`src/rtl/debounce_scan_controller.sv`:
```
// Round-robin switch debouncer: one shared compare/count unit visits one channel per clock.
// Defining DEBOUNCE_SCAN_STICKY_EN adds the i_Clear/o_Changed sticky change flags.
module debounce_scan_controller #(
  parameter int  NUM_CH         = 4,
  parameter int  DEBOUNCE_LIMIT = 4,
  localparam int CH_W           = $clog2(NUM_CH)
) (
  input  logic              i_Clk,
  input  logic              i_Rst_L,
  input  logic              i_Enable,
  input  logic [NUM_CH-1:0] i_Bouncy,
`ifdef DEBOUNCE_SCAN_STICKY_EN
  input  logic [NUM_CH-1:0] i_Clear,
  output logic [NUM_CH-1:0] o_Changed,
`endif
  output logic [NUM_CH-1:0] o_Debounced,
  output logic              o_Event_Valid,
  output logic [CH_W-1:0]   o_Event_Ch,
  output logic              o_Event_Level,
  output logic [CH_W-1:0]   o_Scan_Ch
);

  localparam int               CNT_W    = $clog2(DEBOUNCE_LIMIT + 1);
  localparam logic [CNT_W-1:0] CNT_MAX  = CNT_W'(DEBOUNCE_LIMIT - 1);
  localparam logic [CH_W-1:0]  PTR_LAST = CH_W'(NUM_CH - 1);

  logic [NUM_CH-1:0] meta_q, sync_q;
  logic [CH_W-1:0]   ptr_q, ptr_d;
  logic [CNT_W-1:0]  cnt_q [NUM_CH];
  logic [CNT_W-1:0]  cnt_d [NUM_CH];
  logic [NUM_CH-1:0] deb_q, deb_d;
  logic              ev_valid_q, ev_valid_d;
  logic [CH_W-1:0]   ev_ch_q, ev_ch_d;
  logic              ev_level_q, ev_level_d;

  // Operands of the shared unit for the channel under the scan pointer.
  logic             vis_sync, vis_deb;
  logic [CNT_W-1:0] vis_cnt;
  assign vis_sync = sync_q[ptr_q];
  assign vis_deb  = deb_q[ptr_q];
  assign vis_cnt  = cnt_q[ptr_q];

  always_comb begin
    // NOTE: every target gets a hold/default value first so no path leaves it unassigned (no latch).
    ptr_d      = ptr_q;
    cnt_d      = cnt_q;
    deb_d      = deb_q;
    ev_valid_d = 1'b0;
    ev_ch_d    = ev_ch_q;
    ev_level_d = ev_level_q;
    if (i_Enable) begin
      ptr_d = (ptr_q == PTR_LAST) ? '0 : ptr_q + 1'b1;
      if (vis_sync == vis_deb) begin
        cnt_d[ptr_q] = '0;
      end else if (vis_cnt == CNT_MAX) begin
        deb_d[ptr_q] = vis_sync;
        cnt_d[ptr_q] = '0;
        ev_valid_d   = 1'b1;
        ev_ch_d      = ptr_q;
        ev_level_d   = vis_sync;
      end else begin
        cnt_d[ptr_q] = vis_cnt + 1'b1;
      end
    end
  end

  // NOTE: sequential state uses non-blocking assignments so all registers sample pre-edge values.
  always_ff @(posedge i_Clk or negedge i_Rst_L) begin
    if (!i_Rst_L) begin
      meta_q     <= '0;
      sync_q     <= '0;
      ptr_q      <= '0;
      // NOTE: the counter array is small flop storage, not RAM, so it is reset with everything else.
      cnt_q      <= '{default: '0};
      deb_q      <= '0;
      ev_valid_q <= 1'b0;
      ev_ch_q    <= '0;
      ev_level_q <= 1'b0;
    end else begin
      meta_q     <= i_Bouncy;
      sync_q     <= meta_q;
      ptr_q      <= ptr_d;
      cnt_q      <= cnt_d;
      deb_q      <= deb_d;
      ev_valid_q <= ev_valid_d;
      ev_ch_q    <= ev_ch_d;
      ev_level_q <= ev_level_d;
    end
  end

  assign o_Debounced   = deb_q;
  assign o_Event_Valid = ev_valid_q;
  assign o_Event_Ch    = ev_ch_q;
  assign o_Event_Level = ev_level_q;
  assign o_Scan_Ch     = ptr_q;

`ifdef DEBOUNCE_SCAN_STICKY_EN
  logic [NUM_CH-1:0] changed_q, changed_d;

  // Set is applied after clear so a same-cycle event keeps its flag.
  always_comb begin
    changed_d = changed_q & ~i_Clear;
    if (ev_valid_d) changed_d[ptr_q] = 1'b1;
  end

  always_ff @(posedge i_Clk or negedge i_Rst_L) begin
    if (!i_Rst_L) changed_q <= '0;
    else          changed_q <= changed_d;
  end

  assign o_Changed = changed_q;
`endif

endmodule

```
`config.mk`:
```
export PLATFORM = sky130hd
export DESIGN_NAME = debounce_scan_controller
export DESIGN_NICKNAME = d
export VERILOG_FILES = /design/src/rtl/debounce_scan_controller.sv
export SDC_FILE = /design/constraint.sdc
export NUM_CORES = 1
export LEC_CHECK = 0
export ABC_AREA = 1
export BUFFER_PORTS_ARGS = -buffer_cell sky130_fd_sc_hd__buf_2
export CAP_MARGIN = 10
export CORE_ASPECT_RATIO = 1.1
export CORE_UTILIZATION = 55
export DETAILED_ROUTE_END_ITERATION = 8
export GPL_TIMING_DRIVEN = 0
export HOLD_SLACK_MARGIN = 0.08
export PLACE_DENSITY = 0.74
export SYNTH_ARGS = -nofsm -noshare
export SYNTH_HDL_FRONTEND = slang
export SYNTH_SLANG_ARGS = --single-unit
```
`constraint.sdc`:
```
create_clock -name i_Clk -period 2.85 [get_ports i_Clk]
set_clock_uncertainty 0.15 [all_clocks]
set_input_delay 0.1425 -clock i_Clk [delete_from_list [all_inputs] [get_ports i_Clk]]
set_output_delay 0.1425 -clock i_Clk [all_outputs]
set_load 0.03 [all_outputs]
```
==> impl_metrics.env, run 1 <==
export IMPL_status="finished, final reports clean"
export IMPL_syn_area_um2=1930
export IMPL_cts_tree="built"
export IMPL_ys_warn_count=0
export IMPL_power_leakage_nw=1.25
export IMPL_fin_tns_setup_ps=0
export IMPL_cp_slowest_cell="dfrtp_1"
export IMPL_path_clk_slew_ps=100
export IMPL_via_per_inst=5.13
export IMPL_max_stage_delay_ps=480
export IMPL_final_area_um2=2240
export IMPL_drive_above_1_share=0.175
export IMPL_dpl_cell_count=331
export IMPL_combPwrFrac=0.568
export IMPL_synth_area_per_cell_um2=7.20
export IMPL_clkPwrFrac=0.181
export IMPL_die_area_um2=3750
export IMPL_crit_path_start_kind="register"
export IMPL_vias=1771
export IMPL_hold_violations=0
export IMPL_crit_buf_inv=5
export IMPL_period_minus_slack_ps=2590
export IMPL_placementRows=22
export IMPL_crit_fanout=11
export IMPL_fin_cells=345
export IMPL_antenna_found_initial=0
export IMPL_ys_seq_area_frac=0.389
export IMPL_tightest_slew_ps=645
export IMPL_synth_distinct_cells=23
export IMPL_start_util=0.579
export IMPL_cts_root_buf="clkbuf_4"
export IMPL_grt_max_degree=31
export IMPL_clock_latency_ps=340
export IMPL_pwr_density_cell_nw_per_um2=1120
export IMPL_avgRoutedWirePerCell_um=12.9
export IMPL_cts_buffers=5
export IMPL_crit_chain="inv_2 > buf_6 > nand2_1 > nand3_1 > nand2_1 > inv_1 > ha_1 > ha_1 > clkbuf_2 > nand4_1 > inv_1 > nand2_1 > nand2_1"
export IMPL_end_kind="register"
export IMPL_drt_pass1_iterations=4
export IMPL_area_growth_pct=16.3
export IMPL_cp_required_ps=2980
export IMPL_syn_nets=282
export IMPL_synthCells=268
export IMPL_nets=310
export IMPL_critPathTopFamily="buffers and inverters"
export IMPL_grt_overflow=0
export IMPL_ys_ff_latch=30
export IMPL_antenna_cells=0
export IMPL_hp_class="primary input to asynchronous set/reset pin"
export IMPL_drc=0
export IMPL_p_int_mw=1.31
export IMPL_globalplace_congestion=0.930
export IMPL_slew_headroom=0.570
export IMPL_dpl_instance_area_um2=2060
export IMPL_switching_share=0.480
export IMPL_worst_setup_path_type="register to register"
export IMPL_grt_pass1_vias=1624
export IMPL_holdWs_ps=200
export IMPL_fin_crit_sh=0.910
export IMPL_dp_hpwl_um=3060
export IMPL_io_buffer_count=15
export IMPL_wirelength_um=4440
export IMPL_grt_pass1_wl_um=7270
export IMPL_fp_dieW_um=58.5
export IMPL_drt_iter0_markers=84
export IMPL_critPathMostFrequentCell="nand2_1"
export IMPL_power_switching_mw=1.20
export IMPL_clock_sinks=30
export IMPL_postRouteAntennaNets=0
export IMPL_fmax_ghz=0.386
export IMPL_ir_worst_vdd_uv=535
export IMPL_rsz0062_at_grt="no"
export IMPL_cp_arrival_ps=2730
export IMPL_io_pins=17
export IMPL_cap_violations=0
export IMPL_fp_dieH_um=64.1
export IMPL_clockBufferDepth=2
export IMPL_slew_violations=0
export IMPL_grt_usage=0.264
export IMPL_p_seq_frac=0.251
export IMPL_setup_viol=0
export IMPL_core_area_um2=3330
export IMPL_htree_levels=2
layer usage:
layer	vias to the layer above	track usage	part of all wire
met5	-	0	0
met3	14	0.0445	0.049
met1	795	0.349	0.46
met2	59	0.405	0.46
li1	903	-	-
met4	0	0.146	0.025
cells in the mapped netlist:
library cell	count	share of area
nand2_1	119	0.23
nand3_4	3	0.027
buf_1	1	0.0019
buf_2	2	0.0052
nand2_2	8	0.026
nor2_1	9	0.018
buf_4	2	0.0078
o21ai_0	12	0.031
dfrtp_1	30	0.39
nand4_1	5	0.016
o31ai_1	2	0.0078
nand3_1	29	0.075
a21oi_1	2	0.0052
o21ai_1	2	0.0052
nand2_4	3	0.018
buf_6	3	0.018
ha_1	7	0.045
inv_2	2	0.0039
o22ai_1	1	0.0032
buf_12	1	0.010
inv_1	21	0.041
nand3_2	2	0.010
clkbuf_1	2	0.0039
registers in the layout, summed over array words and instances, names as in the netlist:
register	cells
cnt_q	12
o_Event_Ch	2
o_Debounced	4
o_Scan_Ch	2
sync_q	4
o_Event_Valid	1
meta_q	4
o_Event_Level	1
area by class of cell:
class | count | area (µm²)
Buffer | 11 | 95.1
Clock buffer | 6 | 51.3
Clock inverter | 2 | 60.1
Fill cell | 310 | 1090
Inverter | 23 | 88.8
Multi-Input combinational cell | 204 | 1000
Sequential cell | 30 | 751
Tap cell | 48 | 60.1
Timing Repair Buffer | 21 | 135
worst register-to-register path, cell delays in order, from the launching register on:
cell and delay (ps):
dfrtp_1 480, inv_2 110, buf_6 160, nand2_1 70, nand3_1 80, nand2_1 150, inv_1 90, ha_1 180
ha_1 280, clkbuf_2 320, nand4_1 180, inv_1 150, nand2_1 60, nand2_1 80
stage by stage:
step	util	power (mW)	setup WS [ps]
floorplan	-	1.71	300
global placement	0.620	2.02	43.4
detailed placement	0.620	2.04	30.9
CTS	0.671	2.50	4.22
global route	0.674	2.69	22.9
finish	0.674	2.51	258
layout by cell type (no fill, tap or decap), drive strengths merged:
master	n
buf	23
inv	23
nand2	130
o31ai	2
clkbuf	9
o22ai	1
o21ai	14
bufinv	2
dfrtp	30
a21oi	2
nand3	34
nor2	9
ha	7
nand4	5
dlygate4sd3	6
worst paths after layout:
path,endpoint,cells after the start,startpoint,slack (ps)
worst max-delay path,o_Debounced[2]$_DFFE_PN0P_,13,o_Scan_Ch[0]$_DFFE_PN0P_,260
worst min-delay path,o_Debounced[1]$_DFFE_PN0P_,2,i_Rst_L,200
worst max register to register,o_Debounced[2]$_DFFE_PN0P_,13,o_Scan_Ch[0]$_DFFE_PN0P_,260
worst min register to register,sync_q[3]$_DFF_PN0_,0,meta_q[3]$_DFF_PN0_,210
max in group asynchronous,o_Scan_Ch[0]$_DFFE_PN0P_,2,i_Rst_L,1920
min in group i_Clk,sync_q[3]$_DFF_PN0_,0,meta_q[3]$_DFF_PN0_,210
power by group through the flow:
| stage | clock network, mW | logic [mW] | registers [mW] |
|---|---|---|---|
| floorplan | 0 | 0.987 | 0.719 |
| global placement | 0 | 1.39 | 0.632 |
| detailed placement | 0 | 1.40 | 0.637 |
| CTS | 0.465 | 1.41 | 0.628 |
| global route | 0.478 | 1.57 | 0.640 |
| finish | 0.455 | 1.43 | 0.629 |
what timing repair did:
item | CTS | global route
hold buffers | 6 | 0
buffers inserted | 0 | 0
setup endpoints to repair | 0 | 14
hold endpoints to repair | 44 | 0
resized for setup | 0 | 7
logic make-up after synthesis:
| kind of cell | share of synthesized area |
|---|---|
| fa+ha+maj | 0.0454 |
| flops | 0.389 |
| compound gates | 0.0525 |
| buf+inv | 0.0914 |
| simple gates | 0.422 |
No activity file was read; power rests on OpenSTA's default activity.
==> inputs of run 2 (changes only) <==
--- a/config.mk
+++ b/config.mk
@@ -5,7 +5,6 @@
 export SDC_FILE = /design/constraint.sdc
 export NUM_CORES = 1
 export LEC_CHECK = 0
-export ABC_AREA = 1
 export BUFFER_PORTS_ARGS = -buffer_cell sky130_fd_sc_hd__buf_2
 export CAP_MARGIN = 10
 export CORE_ASPECT_RATIO = 1.1
@@ -13,7 +12,7 @@
 export DETAILED_ROUTE_END_ITERATION = 8
 export GPL_TIMING_DRIVEN = 0
 export HOLD_SLACK_MARGIN = 0.08
-export PLACE_DENSITY = 0.74
+export PLACE_DENSITY = 0.76
 export SYNTH_ARGS = -nofsm -noshare
 export SYNTH_HDL_FRONTEND = slang
 export SYNTH_SLANG_ARGS = --single-unit
==> run 2 against run 1 <==
Effect of this change: global-route usage shrank 1.4 points; worst setup slack got worse by 110 ps; register-to-register slack worse by 110 ps; critical path depth shrank 6; wire length fell by 27%; clock-buffer cell count decreased by 1.
==> impl_metrics.env, run 2 <==
export IMPL_tightest_slew_ps=657
export IMPL_wirelength_um=3260
export IMPL_cts_tree="built"
export IMPL_placementRows=19
export IMPL_syn_area_um2=1550
export IMPL_crit_path_start_kind="register"
export IMPL_power_leakage_nw=0.806
export IMPL_synthXorXnorAreaFrac=0.0210
export IMPL_synthDominantCellAreaShare=0.485
export IMPL_synthCells=138
export IMPL_path_clk_slew_ps=90
export IMPL_synth_mux_area_frac=0.0994
export IMPL_core_area_um2=2590
export IMPL_fp_dieH_um=57.7
export IMPL_die_area_um2=3030
export IMPL_n_fill_cell=202
export IMPL_ys_seq_area_frac=0.485
export IMPL_switching_share=0.443
export IMPL_synth_area_per_cell_um2=11.2
export IMPL_setup_viol=0
export IMPL_yosys_top_cells_count="dfrtp_1, nand2_1, o21ai_0"
export IMPL_top_register="cnt_q"
export IMPL_synth_top_family_by_area="compound AO/OA/AOI/OAI gates"
export IMPL_synthSimpleGateAreaFrac=0.127
export IMPL_pwr_density_cell_nw_per_um2=1190
export IMPL_postRouteAntennaNets=0
export IMPL_start_util=0.598
export IMPL_io_buffer_count=16
export IMPL_area_growth_pct=16.1
export IMPL_nets=180
export IMPL_power_switching_uw=948
export IMPL_clock_sinks=30
export IMPL_cts_root_buf="clkbuf_4"
export IMPL_antenna_cells=0
export IMPL_drive_above_1_share=0.234
export IMPL_drt_iter0_markers=39
export IMPL_grt_pass1_vias=1102
export IMPL_utilization=0.694
export IMPL_drt_pass1_iterations=4
export IMPL_clockBufferDepth=2
export IMPL_via_per_inst=5.88
export IMPL_ys_warn_count=0
export IMPL_clkPwrFrac=0.154
export IMPL_ys_ff_latch=30
export IMPL_slew_headroom=0.562
export IMPL_antenna_found_initial=0
export IMPL_vias=1164
export IMPL_synth_top_cells_by_area="dfrtp_1, ha_1, mux4_1"
export IMPL_fin_tns_setup_ps=0
export IMPL_ys_flop_type="dfrtp_1"
export IMPL_hp_class="primary input to register"
export IMPL_fp_dieW_um=52.6
export IMPL_p_int_mw=1.19
export IMPL_grt_max_degree=31
export IMPL_rsz0062_at_grt="no"
export IMPL_syn_nets=152
export IMPL_layout_common_cells="dfrtp_1, buf_2, nand2_1"
export IMPL_async_flop_share=1.00
export IMPL_combPwrFrac=0.538
export IMPL_yosysMostFrequentCell="dfrtp_1"
export IMPL_crit_fanout=10
export IMPL_fmax_ghz=0.370
export IMPL_slew_violations=0
export IMPL_end_kind="register"
export IMPL_hold_violations=0
export IMPL_worst_setup_path_type="register to register"
export IMPL_ir_worst_vdd_uv=849
export IMPL_drc=0
export IMPL_avgRoutedWirePerCell_um=16.5
export IMPL_period_minus_slack_ps=2710
export IMPL_cts_buffers=5
export IMPL_cp_required_ps=2910
export IMPL_p_seq_frac=0.308
export IMPL_synth_distinct_cells=29
export IMPL_cp_arrival_ps=2770
export IMPL_synth_compound_area_frac=0.164
export IMPL_dp_hpwl_um=2300
export IMPL_largest_register_ffs=12
export IMPL_synth_edf_count=0
export IMPL_io_pins=17
export IMPL_grt_usage=0.250
export IMPL_globalplace_congestion=0.929
export IMPL_fin_crit_sh=0.950
export IMPL_clock_latency_ps=330
export IMPL_grt_overflow=0
export IMPL_htree_levels=2
export IMPL_status="finished, final reports clean"
export IMPL_final_common_cell="dfrtp_1"
export IMPL_synth_fa_ha_area_frac=0.0565
export IMPL_synth_largest_area_cell="dfrtp_1"
export IMPL_grt_pass1_wl_um=5220
export IMPL_cap_violations=0
-- run 2: changes by cell type after synthesis, moves of 6 or more --
cell | previous run | this run
o21ai_1 | 2 | 8
nand3_1 | 29 | 2
inv_1 | 21 | 10
nor2_1 | 9 | 2
nand2_1 | 119 | 12
nand2_2 | 8 | 0
nor2b_1 | 0 | 8
-- run 2: final cells by class --
type / instances / area [µm²] / area share
buffer: 7 / 36.3 / 0.0202
clock buffer: 5 / 37.5 / 0.0209
clock inverter: 3 / 40.0 / 0.0223
inverter: 10 / 37.5 / 0.0209
multi-input combinational: 91 / 727 / 0.404
sequential: 30 / 751 / 0.418
tap: 31 / 38.8 / 0.0216
timing repair buffer: 21 / 130 / 0.0724
-- run 2: what timing repair did --
action | CTS | global route
endpoints found under the hold margin | 34 | 0
setup endpoints to repair | 0 | 1
resized for setup | 0 | 1
hold buffers | 5 | 0
buffers inserted | 0 | 0
-- run 2: per-layer routing --
layer	vias up	wire [µm]	part of all wire	global-route usage
met3	6	158	0.048	0.0787
li1	552	-	-	-
met5	-	0	0	0
met2	28	1530	0.47	0.376
met4	0	51	0.016	0.0865
met1	578	1520	0.47	0.341
-- run 2: per-stage QoR --
| step | total power, mW | instance area (µm²) | hold slack, ps | worst slack (ps) | instances |
|---|---|---|---|---|---|
| global placement | 1.74 | 1670 | 45.9 | 220 | 185 |
| floorplan | 1.50 | 1550 | -303 | 142 | 138 |
| finish | 2.14 | 1800 | 129 | 144 | 198 |
| CTS | 2.13 | 1800 | 125 | 120 | 198 |
| detailed placement | 1.79 | 1670 | 65.6 | 167 | 185 |
| global route | 2.28 | 1800 | 133 | 2.49 | 198 |
-- run 2: logic make-up after synthesis --
logic type / after synthesis
flip-flops: 30
AND/OR/NAND/NOR: 36
AO/OA/AOI/OAI: 39
buffers and inverters: 17
adder cells (fa/ha/maj): 7
multiplexers: 7
XOR/XNOR: 2
-- run 2: critical path, cell delays in order (launching register included) --
cell and delay [ps]:
dfrtp_1 410, buf_6 170, mux4_1 670, ha_1 270, ha_1 240, nor3b_2 280
buf_2 290, o21ai_1 110
-- run 2: power by group through the flow --
stage / combinational, mW / sequential (mW) / clock (mW)
after floorplan: 0.754 / 0.747 / 0
after global placement: 1.09 / 0.656 / 0
after detailed placement: 1.12 / 0.667 / 0
after CTS: 1.13 / 0.659 / 0.339
after global routing: 1.25 / 0.673 / 0.357
final: 1.15 / 0.660 / 0.329
-- run 2: path summary, 6_finish.rpt --
path	from	endpoint	slack, ps	cells after the start
max	o_Scan_Ch[0]$_DFFE_PN0P_	cnt_q[5]$_DFFE_PN0P_	140	7
min	i_Enable	o_Event_Ch[1]$_DFFE_PN0P_	130	3
max reg2reg	o_Scan_Ch[0]$_DFFE_PN0P_	cnt_q[5]$_DFFE_PN0P_	140	7
min reg2reg	meta_q[3]$_DFF_PN0_	sync_q[3]$_DFF_PN0_	210	0
max in group asynchronous	i_Rst_L	cnt_q[11]$_DFFE_PN0P_	1910	2
min in group asynchronous	i_Rst_L	o_Event_Ch[1]$_DFFE_PN0P_	220	2
